==> src/rtl/seg_digit_mux_pkg.sv <==
// ---------------------------------------------------------------------------
// seg_pkg
// Shared definitions for the multiplexed 7-segment display driver:
//   - FSM state encoding (enum for debug views, plus localparam constants
//     used by the RTL state register)
//   - SEG_OFF, the all-segments-dark pattern
//   - HEX_SEG_TABLE, hex nibble -> active-low {g,f,e,d,c,b,a} pattern
// ---------------------------------------------------------------------------
package seg_pkg;

    typedef enum logic [1:0] {
        IDLE  = 2'd0,
        SHOW  = 2'd1,
        BLANK = 2'd2
    } state_e;

    localparam logic [1:0] ST_IDLE  = 2'd0;
    localparam logic [1:0] ST_SHOW  = 2'd1;
    localparam logic [1:0] ST_BLANK = 2'd2;

    localparam logic [6:0] SEG_OFF = 7'h7F;

    // Entry [n] is the pattern for nibble n; listed from F down to 0.
    localparam logic [15:0][6:0] HEX_SEG_TABLE = {
        7'h0E, 7'h06, 7'h21, 7'h46,   // F E d C
        7'h03, 7'h08, 7'h10, 7'h00,   // b A 9 8
        7'h78, 7'h02, 7'h12, 7'h19,   // 7 6 5 4
        7'h30, 7'h24, 7'h79, 7'h40    // 3 2 1 0
    };

endpackage

==> src/rtl/seg_digit_mux_hex_to_seg.sv <==
// ---------------------------------------------------------------------------
// hex_to_seg
// Combinational hex nibble to active-low 7-segment pattern.
// Ports:
//   nibble_i  [3:0]  hex digit to display
//   seg_o     [6:0]  {g,f,e,d,c,b,a}, active-low
// ---------------------------------------------------------------------------
module hex_to_seg
    import seg_pkg::*;
(
    input  logic [3:0] nibble_i,
    output logic [6:0] seg_o
);

    assign seg_o = HEX_SEG_TABLE[nibble_i];

endmodule

==> src/rtl/seg_digit_mux.sv <==
// ---------------------------------------------------------------------------
// seg_digit_mux
// Drives an N-digit common-anode 7-segment display. Each level change of
// sel_toggle advances to the next digit, with an optional all-dark blanking
// interval in between to prevent ghosting. The displayed value is latched
// once per frame (when the digit index wraps to 0), so a frame never tears.
//
// Ports:
//   clk         system clock
//   rst         asynchronous, active-high reset
//   sel_toggle  digit-advance request (each level change = one request)
//   value       hex nibbles, digit 0 = value[3:0]
//   dp_in       per-digit decimal-point request, active-high
//   an          anode enables, active-low, registered
//   seg         segments {g,f,e,d,c,b,a}, active-low, registered
//   dp          decimal point, active-low, registered
//   digit_idx   digit currently shown (or next to be shown), registered
//   state_dbg   current FSM state (IDLE/SHOW/BLANK) for debug/checkers
//
// Build option: define SEG_LEADING_ZERO_BLANK_EN to dark leading-zero digits
// (digit 0 is always shown; anodes and timing are unaffected).
// ---------------------------------------------------------------------------
module seg_digit_mux
    import seg_pkg::*;
#(
    parameter int NUM_DIGITS   = 4,
    parameter int BLANK_CYCLES = 16,
    parameter int IDX_W        = 2
) (
    input  logic                    clk,
    input  logic                    rst,
    input  logic                    sel_toggle,
    input  logic [4*NUM_DIGITS-1:0] value,
    input  logic [NUM_DIGITS-1:0]   dp_in,
    output logic [NUM_DIGITS-1:0]   an,
    output logic [6:0]              seg,
    output logic                    dp,
    output logic [IDX_W-1:0]        digit_idx,
    output logic [1:0]              state_dbg
);

    localparam int CNT_W = (BLANK_CYCLES > 2) ? $clog2(BLANK_CYCLES) : 1;
    localparam logic [CNT_W-1:0] CNT_LOAD =
        (BLANK_CYCLES > 0) ? CNT_W'(BLANK_CYCLES - 1) : '0;
    localparam logic [IDX_W-1:0] IDX_LAST = IDX_W'(NUM_DIGITS - 1);

    logic [1:0]              state_q, state_d;
    logic                    sel_q;
    logic [4*NUM_DIGITS-1:0] frame_val_q, frame_val_d;
    logic [NUM_DIGITS-1:0]   frame_dp_q, frame_dp_d;
    logic [CNT_W-1:0]        cnt_q, cnt_d;
    logic [IDX_W-1:0]        idx_q, idx_d, idx_next;
    logic [NUM_DIGITS-1:0]   an_q, an_d;
    logic [6:0]              seg_q, seg_d;
    logic                    dp_q, dp_d;

    logic                    evt;
    logic                    advance;
    logic                    show_d;
    logic [3:0]              nib_d;
    logic [6:0]              dec_seg;
    logic                    lz_blank;

    // Request protocol: there is no valid/ready pair. sel_toggle is a level
    // that the producer flips once per request; a request is seen in the
    // cycle where it differs from its registered copy. Requests are only
    // honoured in SHOW; anything arriving in IDLE or BLANK is dropped, and
    // since sel_q keeps tracking, a dropped request never fires later.
    assign evt      = sel_toggle ^ sel_q;
    assign idx_next = (idx_q == IDX_LAST) ? '0 : idx_q + IDX_W'(1);

    always_comb begin
        state_d     = state_q;
        frame_val_d = frame_val_q;
        frame_dp_d  = frame_dp_q;
        cnt_d       = cnt_q;
        idx_d       = idx_q;
        advance     = 1'b0;

        case (state_q)
            ST_IDLE: begin
                frame_val_d = value;
                frame_dp_d  = dp_in;
                idx_d       = '0;
                state_d     = ST_SHOW;
            end
            ST_SHOW: begin
                if (evt) begin
                    if (BLANK_CYCLES > 0) begin
                        cnt_d   = CNT_LOAD;
                        state_d = ST_BLANK;
                    end else begin
                        advance = 1'b1;
                    end
                end
            end
            ST_BLANK: begin
                if (cnt_q == '0) begin
                    advance = 1'b1;
                    state_d = ST_SHOW;
                end else begin
                    cnt_d = cnt_q - CNT_W'(1);
                end
            end
            default: state_d = ST_IDLE;
        endcase

        // Wrapping to digit 0 starts a new frame: capture the inputs now so
        // the whole frame shows one consistent snapshot.
        if (advance) begin
            idx_d = idx_next;
            if (idx_next == '0) begin
                frame_val_d = value;
                frame_dp_d  = dp_in;
            end
        end
    end

    // Outputs are registered from the next-state view, so the new digit (or
    // dark display) appears on the same edge that changes state.
    assign show_d = (state_d == ST_SHOW);
    assign nib_d  = frame_val_d[{idx_d, 2'b00} +: 4];

    hex_to_seg u_hex_to_seg (
        .nibble_i (nib_d),
        .seg_o    (dec_seg)
    );

`ifdef SEG_LEADING_ZERO_BLANK_EN
    // Digit k > 0 is a leading zero when it and every higher nibble are 0.
    assign lz_blank = (idx_d != '0) && ((frame_val_d >> {idx_d, 2'b00}) == '0);
`else
    assign lz_blank = 1'b0;
`endif

    always_comb begin
        an_d = '1;
        for (int k = 0; k < NUM_DIGITS; k++) begin
            an_d[k] = !(show_d && (idx_d == IDX_W'(k)));
        end
        seg_d = (show_d && !lz_blank) ? dec_seg : SEG_OFF;
        dp_d  = show_d ? ~frame_dp_d[idx_d] : 1'b1;
    end

    always_ff @(posedge clk or posedge rst) begin
        if (rst) begin
            state_q     <= ST_IDLE;
            sel_q       <= 1'b0;
            frame_val_q <= '0;
            frame_dp_q  <= '0;
            cnt_q       <= '0;
            idx_q       <= '0;
            an_q        <= '1;
            seg_q       <= SEG_OFF;
            dp_q        <= 1'b1;
        end else begin
            state_q     <= state_d;
            sel_q       <= sel_toggle;
            frame_val_q <= frame_val_d;
            frame_dp_q  <= frame_dp_d;
            cnt_q       <= cnt_d;
            idx_q       <= idx_d;
            an_q        <= an_d;
            seg_q       <= seg_d;
            dp_q        <= dp_d;
        end
    end

    assign an        = an_q;
    assign seg       = seg_q;
    assign dp        = dp_q;
    assign digit_idx = idx_q;
    assign state_dbg = state_q;

endmodule

==> config.mk <==
export PLATFORM = sky130hd
export DESIGN_NAME = seg_digit_mux
export DESIGN_NICKNAME = d
export VERILOG_FILES = /design/src/rtl/seg_digit_mux_pkg.sv /design/src/rtl/seg_digit_mux_hex_to_seg.sv /design/src/rtl/seg_digit_mux.sv
export SDC_FILE = /design/constraint.sdc
export NUM_CORES = 1
export LEC_CHECK = 0
export CAP_MARGIN = 20
export CORE_MARGIN = 2
export CORE_UTILIZATION = 30
export CTS_CLUSTER_SIZE = 8
export DETAILED_ROUTE_END_ITERATION = 16
export GPL_TIMING_DRIVEN = 0
export SYNTH_ARGS = -nofsm -noshare
export SYNTH_HDL_FRONTEND = slang
export SYNTH_SLANG_ARGS = --single-unit
==> constraint.sdc <==
create_clock -name clk -period 3.5 [get_ports clk]
set_clock_uncertainty 0.05 [all_clocks]
set_input_delay 1.05 -clock clk [delete_from_list [all_inputs] [get_ports clk]]
set_output_delay 1.05 -clock clk [all_outputs]
set_load 0.05 [all_outputs]
==> run summary, run 1 <==
The flow ran to the end, and the final reports show no timing, DRC or antenna violations. The footprint of the flip-flops and latches came out at approximately 1000 um2. The cts-stage hold buffer count came out at 0. The number of synthesized register bits came out at 41. Using the TritonRoute via totals, the vias-per-cell ratio works out to 4.55. The fmax is ~320 MHz.

Internal power comes to between 1000 and 1500 uW. The most repeated library cell on the critical path is inv_1. The post-cts gate resize count came out at 0. The total number of vias is 1300.

The post-synth net total is around 190. The logic gate share of total power is 0.545. The final critical path time including I/O delays and setup is between 3 and 4 ns. The depth of the worst register-to-register path is 14. The detail route stage leaves a number of antenna-violating nets equal to 0.

TritonCTS built the clock tree. Walking the worst path, the cells encountered are inv_1, ha_1, or3b_4, a22o_4, a22oi_4, buf_12, mux2i_1, mux2_2, inv_1, ha_1, inv_1, nor2_1, a21oi_1, o221ai_1. The headroom to the max-slew limit came out at 0.438. At the end of routability-driven placement, the weighted congestion stood at approximately 0.81.

The power density normalized to cell area is 923 nW/um2. The share of synthesized area occupied by flip-flops and latches came out at 0.512. The average wire length per cell after detail routing came out at between 10 and 15 um.

The top-level port count came out at 39. The setup fix buffers added after clock tree synthesis came out at 0. The timing startpoint of the critical path is cnt_q[0]. The area of the core region is between 6000 and 7000 um2. The clock passes through at most 2 buffers. The total global routing track utilization is 0.107. The total overflow reported by the global router is 0. The number of clock sinks came out at 41. For the worst-skew pair, the clock arrives at the later sink with an insertion delay of between 0.2 and 0.3 ns. Of the total power, the share spent switching nets is 0.403. The type of the worst min-delay path is flip-flop to flip-flop.

The die outline width is between 80 and 90 um. Of the post-synthesis cell area, the dominant cell type holds 0.357. The critical path is of the flip-flop to flip-flop type. The number of nets in the final layout came out at 236. The setup slack on the worst flop-to-flop path is roughly 0.35 ns. The final count of pins violating max slew came out at 0.

The proportion of synthesized flip-flops having asynchronous set or reset is 1.00. The via count of the first global-routing pass is ~1200. The endpoint of the worst setup timing path is seg[5]. The depth of the CTS H-tree came out at 2. By area the synthesized netlist is led by dfrtp_1 (36%), dfstp_2 (15%), mux2i_1 (8.9%). The largest fanout on the critical path came out at 10. The library cell used most frequently in the layout, excluding fill and tap cells, is clkdlybuf4s50_1. The number of synthesized flops with an enable pin is 0. The area growth from synthesis to layout is 27.6%. The slowest stage of the critical path is the or3b_4 cell. The top cell family by delay on the critical path is compound AO/OA/AOI/OAI gates. Counting both buffers and inverters, the worst setup path holds a total of 4.

Of the total power, registers draw 0.332. The leading area contributor after synthesis is dfrtp_1. The die area came out at 7460 um2. The effective utilization at floorplan is 0.304. In the layout the commonest cells are clkdlybuf4s50_1 (38), dfrtp_1 (29), inv_1 (18), mux2i_1 (18), mux2_2 (15). For this run, the slowest stage of the critical path takes 0.43 ns.

The total number of yosys warnings is 0. The endpoint identified for the worst register-to-register timing path is seg[5]. The area of the multi-input gates came out at ~850 um2. The number of antenna violations at the first check in global routing came out at 0. The arrival time reported for the critical path endpoint is 3.29 ns.

The DRC violation total after the first TritonRoute iteration came out at 43. The cell count after synthesis is 160. For the final routed database, the setup TNS stands at 0 ns. The count of different cell masters after synthesis is 39. The post-placement cell area came out at ~2500 um2. The proportion of power drawn by the clock network came out at 0.123.

In the routed design, unresolved DRC markers number 0. The total setup violations reported at the end of the flow is 0. The startpoint identified for the worst register-to-register timing path is cnt_q[0]. The path length in cells of the critical path came out at 14. The net switching power is around 970 uW. The detailed-router iteration count before antenna repair came out at 4. The final-report hold violation count is 0. STA classifies the critical path startpoint as a flip-flop. The clock tree root buffer cell is clkbuf_8. Of the available clock period, the critical path in the final layout requires 0.900.

The y dimension of the die is between 80 and 90 um. The maximum resistive drop on vdd is 0.302 mV. Clock-pin slew was measured on the worst setup and hold paths at approximately 0.08 ns. The max capacitance violation total came out at 0. During placement, the flow inserted port buffers numbering 38.

The maximum number of pins on one net before global-route repair came out at 42. For this run, the share of the core covered by cells in the final layout is 0.388. The number of antenna diodes in the final layout is 0. STA classifies the critical path endpoint as a flip-flop. The total clock buffers created by CTS is 5. Setup repair after global routing left no endpoint under its margin.

The per-instance average area after synthesis is about 13 um2. The flip-flop cell with the highest count after synthesis is dfrtp_1. The estimated wirelength of the detail-placed design is 2710 um. The number of fillers in the final layout is 666. The post-detailed-routing wire length is 3730 um. Of the cells placed in the final design, the portion with a size suffix greater than 1 is 0.238. The transition at the pin with the smallest max-transition slack came out at 0.842 ns. The synthesized area is 2030 um2. The reported leakage power came out at ~0.0012 uW. The final total power is roughly 2400 uW.

The first global-routing pass estimated 6210 um of wire. The final non-filler cell area came out at 2590 um2. The endpoint required time on the critical path came out at between 3 and 4 ns. The placement row count came out at 30.
-- worst min path at each step --
stage                                from              end  depth (start not counted)
after floorplan            frame_val_q[3]   frame_val_q[3]                          2
after global placement    frame_val_q[10]  frame_val_q[10]                          2
after detailed placement  frame_val_q[11]  frame_val_q[11]                          2
after CTS                 frame_val_q[15]  frame_val_q[15]                          2
after global routing      frame_val_q[15]  frame_val_q[15]                          2
final                     frame_val_q[15]  frame_val_q[15]                          2
-- power by group through the flow --
| stage | clock network, uW | logic, uW | registers [uW] |
|---|---|---|---|
| 2_1_floorplan | 0 | 787 | 1020 |
| 3_3_place_gp | 0 | 1300 | 806 |
| 3_5_place_dp | 0 | 1310 | 810 |
| 4_1_cts | 306 | 1320 | 800 |
| 5_1_grt | 327 | 1430 | 818 |
| 6_report | 294 | 1310 | 796 |
-- synthesized netlist by cell type (3+ instances only) --
master    n
nand2_1   7
buf_6     4
dfrtp_1  29
a21oi_1   4
dfstp_2  12
nand3_1   3
ha_1      8
nor2_1    7
inv_1    19
mux2i_1  18
mux2_2   15
a31oi_1   3
-- through the flow --
stage,setup WS (ns),hold slack [ns],instances
after floorplan,0.461,0.389,160
after global placement,0.371,0.408,278
after detailed placement,0.355,0.413,278
after CTS,0.336,0.433,286
after global routing,0.0725,0.452,286
final,0.350,0.425,286
-- state kept, by name (all words and copies together), names as in the netlist --
signal and count:
frame_val_q 16, seg 7, an 4, cnt_q 4
frame_dp_q 4, digit_idx 2, state_dbg 2, dp 1
sel_q 1
-- logic make-up after synthesis --
group / count (synthesis) / synth area share
flops: 41 / 0.512
mux: 36 / 0.203
simple gates: 26 / 0.0726
buf+inv: 25 / 0.0695
compound gates: 21 / 0.0812
fa+ha+maj: 8 / 0.0492
xor+xnor: 3 / 0.0129
-- cell type report --
class	instances	share of cell area
plain buffers	6	0.0270
clock buffers	8	0.0309
inverters	19	0.0275
multi-input cells	94	0.328
flip-flops and latches	41	0.401
well taps	80	0.0386
repair buffers	38	0.147
-- worst reg2reg max path, cell delays in order, from the launching register on --
cell,delay (ns)
dfrtp_1,0.42
inv_1,0.07
ha_1,0.21
or3b_4,0.43
a22o_4,0.27
a22oi_4,0.18
buf_12,0.18
mux2i_1,0.08
mux2_2,0.34
inv_1,0.10
ha_1,0.24
inv_1,0.08
nor2_1,0.12
a21oi_1,0.05
o221ai_1,0.22
-- per-layer routing --
metal | vias to the layer above | share of wire | routed length [um] | GRT usage
met5 | - | 0 | 0 | 0
met1 | 619 | 0.53 | 1970 | 0.153
met2 | 30 | 0.42 | 1570 | 0.157
li1 | 647 | - | - | -
met4 | 0 | 0.011 | 42 | 0.0384
met3 | 4 | 0.041 | 152 | 0.0276
Note: power is estimated with default switching activity, not from simulation.
==> run 2: changes to the inputs <==
--- a/config.mk
+++ b/config.mk
@@ -11,6 +11,7 @@
 export CTS_CLUSTER_SIZE = 8
 export DETAILED_ROUTE_END_ITERATION = 16
 export GPL_TIMING_DRIVEN = 0
+export PLACE_DENSITY = 0.5
 export SYNTH_ARGS = -nofsm -noshare
 export SYNTH_HDL_FRONTEND = slang
 export SYNTH_SLANG_ARGS = --single-unit
==> run summary, run 2 (synthesis results as in run 1) <==
Ranked by flip-flop count, first place goes to frame_val_q. The share of the cycle needed by the critical path after routing came out at 0.900. The source-to-sink clock delay at the later pin of the worst-skew pair is 0.29 ns. The floorplan step defined a die boundary enclosing around 7500 um2. The master of the slowest instance on the critical path is or3b_4.

The fmax came out at roughly 320 MHz. The transition at the pin with the smallest max-transition slack is around 0.89 ns. The arrival time reported for the critical path endpoint came out at 3.33 ns. The initialized floorplan defines 30 standard-cell rows. The area of the core region is 6680 um2. The y dimension of the die came out at between 80 and 90 um. The via count of the first global-routing pass is 1380.

After clock tree synthesis, the clock-pin slew on the worst setup and hold paths is about 0.080 ns. The register with the most flip-flops in the layout has 16 of them. The total setup violations reported at the end of the flow came out at 0. The total global routing track utilization came out at 0.121. The total clock buffers created by CTS came out at 5. The final non-filler cell area is 2610 um2. The detailed-router iteration count before antenna repair is 4. The worst register-to-register path begins at cnt_q[0]. In the layout the commonest cells are clkdlybuf4s50_1 (38), dfrtp_1 (29), inv_1 (18), mux2i_1 (18), mux2_2 (15).

The proportion of layout cells with a drive suffix above 1 came out at 0.243. The total number of vias is around 1300. The DRC violation total after the first TritonRoute iteration came out at 64. The estimated wirelength of the detail-placed design is 2870 um. The number of clock sinks came out at a little over 40. Once layout is complete, the cells apart from fillers number 286. The smallest clock period supported by the final layout is computed as between 3 and 4 ns.

The worst setup path is launched from a flip-flop. The power density normalized to cell area came out at between 900 and 1000 nW/um2. The final-report hold violation count was 0. The final layout contains routed wiring with a total length of approximately 4000 um. The sort of element at the end of the critical path is a flip-flop. The reported leakage power came out at ~0.0012 uW. Summing all placed instances gives a cell area of roughly 2500 um2.

The first global-routing pass estimated 6900 um of wire. The headroom to the max-slew limit is 0.409. The port buffer count came out at 38.

The placement-stage worst setup slack is 0.344 ns. After clock tree synthesis, the flow added hold-fix buffers numbering 0. The clock tree from TritonCTS is done. The total overflow reported by the global router is 0. The type of the worst min-delay path is flip-flop to flip-flop.

The post-cts gate resize count came out at 0. At the end of the flow, the number of nets in the layout was about 240. The worst setup path is of the flip-flop to flip-flop kind. Tracing the worst setup path back leads to its startpoint at cnt_q[0]. The post-route core utilization came out at 0.390. The largest fanout on the critical path came out at 10. The clock tree synthesis step divided the H-tree into 2 levels. Setup slack closes at between 0.3 and 0.4 ns. The number of antenna violations at the first check in global routing came out at 0.

Setup repair after global routing left no endpoint under its margin. The die outline width is ~86 um. The library cell used most frequently in the layout, excluding fill and tap cells, is clkdlybuf4s50_1.

Walking the worst path, the cells encountered are inv_1, ha_1, or3b_4, a22o_4, a22oi_4, buf_12, mux2i_1, mux2_2, inv_1, ha_1, mux2_4, mux2i_1, nand2_1. The per-cell via count in the routed design came out at approximately 4.7. The effective utilization at floorplan is 0.304. The aggregate negative setup slack came out at 0 ns.

The residual DRC count came out at 0. The top-level port count is 39. The maximum resistive drop on vdd came out at roughly 0.44 mV. The average wire length per cell after detail routing came out at around 14 um.

The number of cells in the design after placement is 278. The run finished with clean final reports. In this run the most critical hold path is launched from frame_val_q[11]. The signed area change from the synthesized netlist to the final layout came out at 28.0%. In this run the post-CTS setup repair buffer count came out at 0. The final count of pins violating max slew is 0. The antenna diode count is 0. The clock tree root buffer cell is clkbuf_8. The number of antenna-violating nets in the routed design is 0. The clock passes through at most 2 buffers. Across the run, the number of max-cap violations was 0.

The endpoint required time on the critical path came out at between 3 and 4 ns. The maximum number of pins on one net before global-route repair is 42. The largest single stage delay on the critical path is 0.43 ns. The final weighted congestion in routability-driven placement came out at approximately 0.73.
## run 2: cell count changes in the layout (fill, tap and decap cells not counted)
cell,change
clkbuf_8,+1
clkbuf_1,-1
## run 2: per-stage QoR
stage,power (uW),hold slack (ns)
CTS,2460,0.439
global placement,2130,0.407
floorplan,1810,0.389
finish,2440,0.431
detailed placement,2130,0.420
global route,2620,0.464
## run 2: worst paths after layout
check,to,slack (ns),cells past startpoint
min,frame_val_q[11],0.43,2
max,seg[3],0.35,13
max reg2reg,seg[3],0.35,13
max in group asynchronous,frame_val_q[3],1.64,2
min reg2reg,frame_val_q[11],0.43,2
min in group asynchronous,frame_dp_q[3],1.21,2
## run 2: worst max-delay path: cells and delay by family (launching register included)
kind / cells / cell delay (ns)
AND/OR/NAND/NOR: 2 / 0.50
adder cells (fa/ha/maj): 2 / 0.48
buffers and inverters: 3 / 0.34
flip-flops: 1 / 0.42
AO/OA/AOI/OAI: 2 / 0.45
multiplexers: 4 / 0.85
## run 2: cell type report
type / count / area, um2
Inverter: 19 / 71.3
Tap cell: 80 / 100
Sequential cell: 41 / 1040
Buffer: 6 / 70.1
Multi-Input combinational cell: 94 / 852
Timing Repair Buffer: 38 / 380
Fill cell: 664 / 4080
Clock buffer: 8 / 90.1
## run 2: per-layer routing
metal	vias to the layer above	part of all wire	global-route usage
met3	6	0.033	0.0324
met2	24	0.47	0.185
li1	640	-	-
met4	0	0.017	0.0426
met1	662	0.48	0.165
met5	-	0	0
## run 2: report_power, final
part           total, uW  internal, uW  switching (uW)
registers            800           711            89.1
logic               1310           576             738
clock network        320           161             159
==> run 3: changes to the inputs <==
--- a/config.mk
+++ b/config.mk
@@ -12,6 +12,7 @@
 export DETAILED_ROUTE_END_ITERATION = 16
 export GPL_TIMING_DRIVEN = 0
 export PLACE_DENSITY = 0.5
+export SKIP_CTS_REPAIR_TIMING = 1
 export SYNTH_ARGS = -nofsm -noshare
 export SYNTH_HDL_FRONTEND = slang
 export SYNTH_SLANG_ARGS = --single-unit
==> results of run 3 <==
The final DEF is identical to that of run 2; final timing and power are the same.
==> RTL edit (flow settings as in run 2) <==
Change the parameter `BLANK_CYCLES` from 16 to 64.
--- a/src/rtl/seg_digit_mux.sv
+++ b/src/rtl/seg_digit_mux.sv
@@ -25,5 +25,5 @@
 #(
     parameter int NUM_DIGITS   = 4,
-    parameter int BLANK_CYCLES = 16,
+    parameter int BLANK_CYCLES = 64,
     parameter int IDX_W        = 2
 ) (
Behaviour: same outputs for any inputs over 10 cycles, from zero or initial values and one cycle with rst high; that may be too few to reach the edited logic, so the function may still have changed.
==> RTL edit against run 2 <==
- worst setup slack worse by 0.15 ns
- area after synthesis up 4.1%
- synthesized cell count grew 7.5%
- wire length rose by 0.46%
- sequential cell count is 2 higher
- sequential share of layout area grew 0.13 points
- total power decreased by 4.0%
- non-clock buffer count up 1
- cell area increased by 4.5%
- largest cell class unchanged
==> RTL edit: results (changes against run 2) <==
| Metric | Value |
|---|---|
| Tot GR Track Use | 0.121 (+0.000871) |
| Syn_area_per_cell | 12.3 um2 (-3.2%) |
| Leak Pwr | 1.16 nW (-2.0%) |
| Area of the multi-input gates | 936 um2 (+9.8%) |
| M1 WL | 2120 um (+6.2%) |
| Plain + repair buffers | 45 (+2.3%) |
| First-pass GRT wire length | 7100 um (+2.9%) |
| Mux contribution to synthesized area | 0.208 (+0.00509) |
| Synth Net Count | 203 (+6.3%) |
| Sequential share of cell area | 0.401 (+0.00130) |
| Post-Syn Instances | 172 (+7.5%) |
| Final WL | 4140 um (+0.46%) |
| Multi-input combinational area share | 0.344 (+0.0168) |
| Status | finished clean |
| Synth Area in Adders | 0.0473 (-0.00192) |
| Max stage delay cell, worst path | or3_4 |
| Comb_multi_in | 113 (+20%) |
| Synth cell types | 37 (-5.1%) |
| Most frequent cells after synthesis | dfrtp_1 (31), mux2_2 (28), nand2_1 (15) |
| Worst path arrival time | 3.45 ns (+0.12 ns) |
| GR Util met1 | 0.173 (+0.00780) |
| VDD IR max | 0.392 mV (-12%) |
| Met2 usage | 0.177 (-0.00762) |
| Share of cells above drive strength 1 | 0.269 (+0.0267) |
| Max-slew headroom | 0.619 (+0.210) |
| Met3 routed WL | 130 um (-4.4%) |
| Wire length per cell | 13.1 um (-8.8%) |
| Final HPWL DP | 3050 um (+6.2%) |
| Synth Area in XOR/XNOR | 0.0124 (-0.000504) |
| Largest net degree at the start of global routing | 30 (-29%) |
| Layout clock area frac | 0.0294 (-0.00516) |
| Vias | 1376 (+3.3%) |
| Synth Area in Compound Gates | 0.0668 (-0.0144) |
| Sequential area share after synthesis | 0.515 (+0.00368) |
| Inverter count | 10 (-9) |
-- RTL edit: cell types whose count changed after synthesis, sizes merged, moves of 3 or more --
cell / change
nand2: +8
and2: +4
mux2: +13
mux2i: -7
nor2b: +3
inv: -9
nand2b: +4
-- RTL edit: where the power goes --
part / internal (mW) / total, mW / switching [mW]
logic: 0.553 / 1.23 / 0.682
registers: 0.727 / 0.801 / 0.0742
clock network: 0.142 / 0.301 / 0.159
-- RTL edit: path summary, 6_finish.rpt --
| check | startpoint | to | slack [ns] | cells past startpoint |
|---|---|---|---|---|
| worst min-delay path | frame_val_q[14] | frame_val_q[14] | 0.45 | 1 |
| worst max-delay path | cnt_q[5] | seg[3] | 0.20 | 13 |
| max in group asynchronous | rst | an[1] | 1.89 | 3 |
| worst min register to register | frame_val_q[14] | frame_val_q[14] | 0.45 | 1 |
| worst max register to register | cnt_q[5] | seg[3] | 0.20 | 13 |
| min in group asynchronous | rst | frame_val_q[9] | 0.98 | 2 |
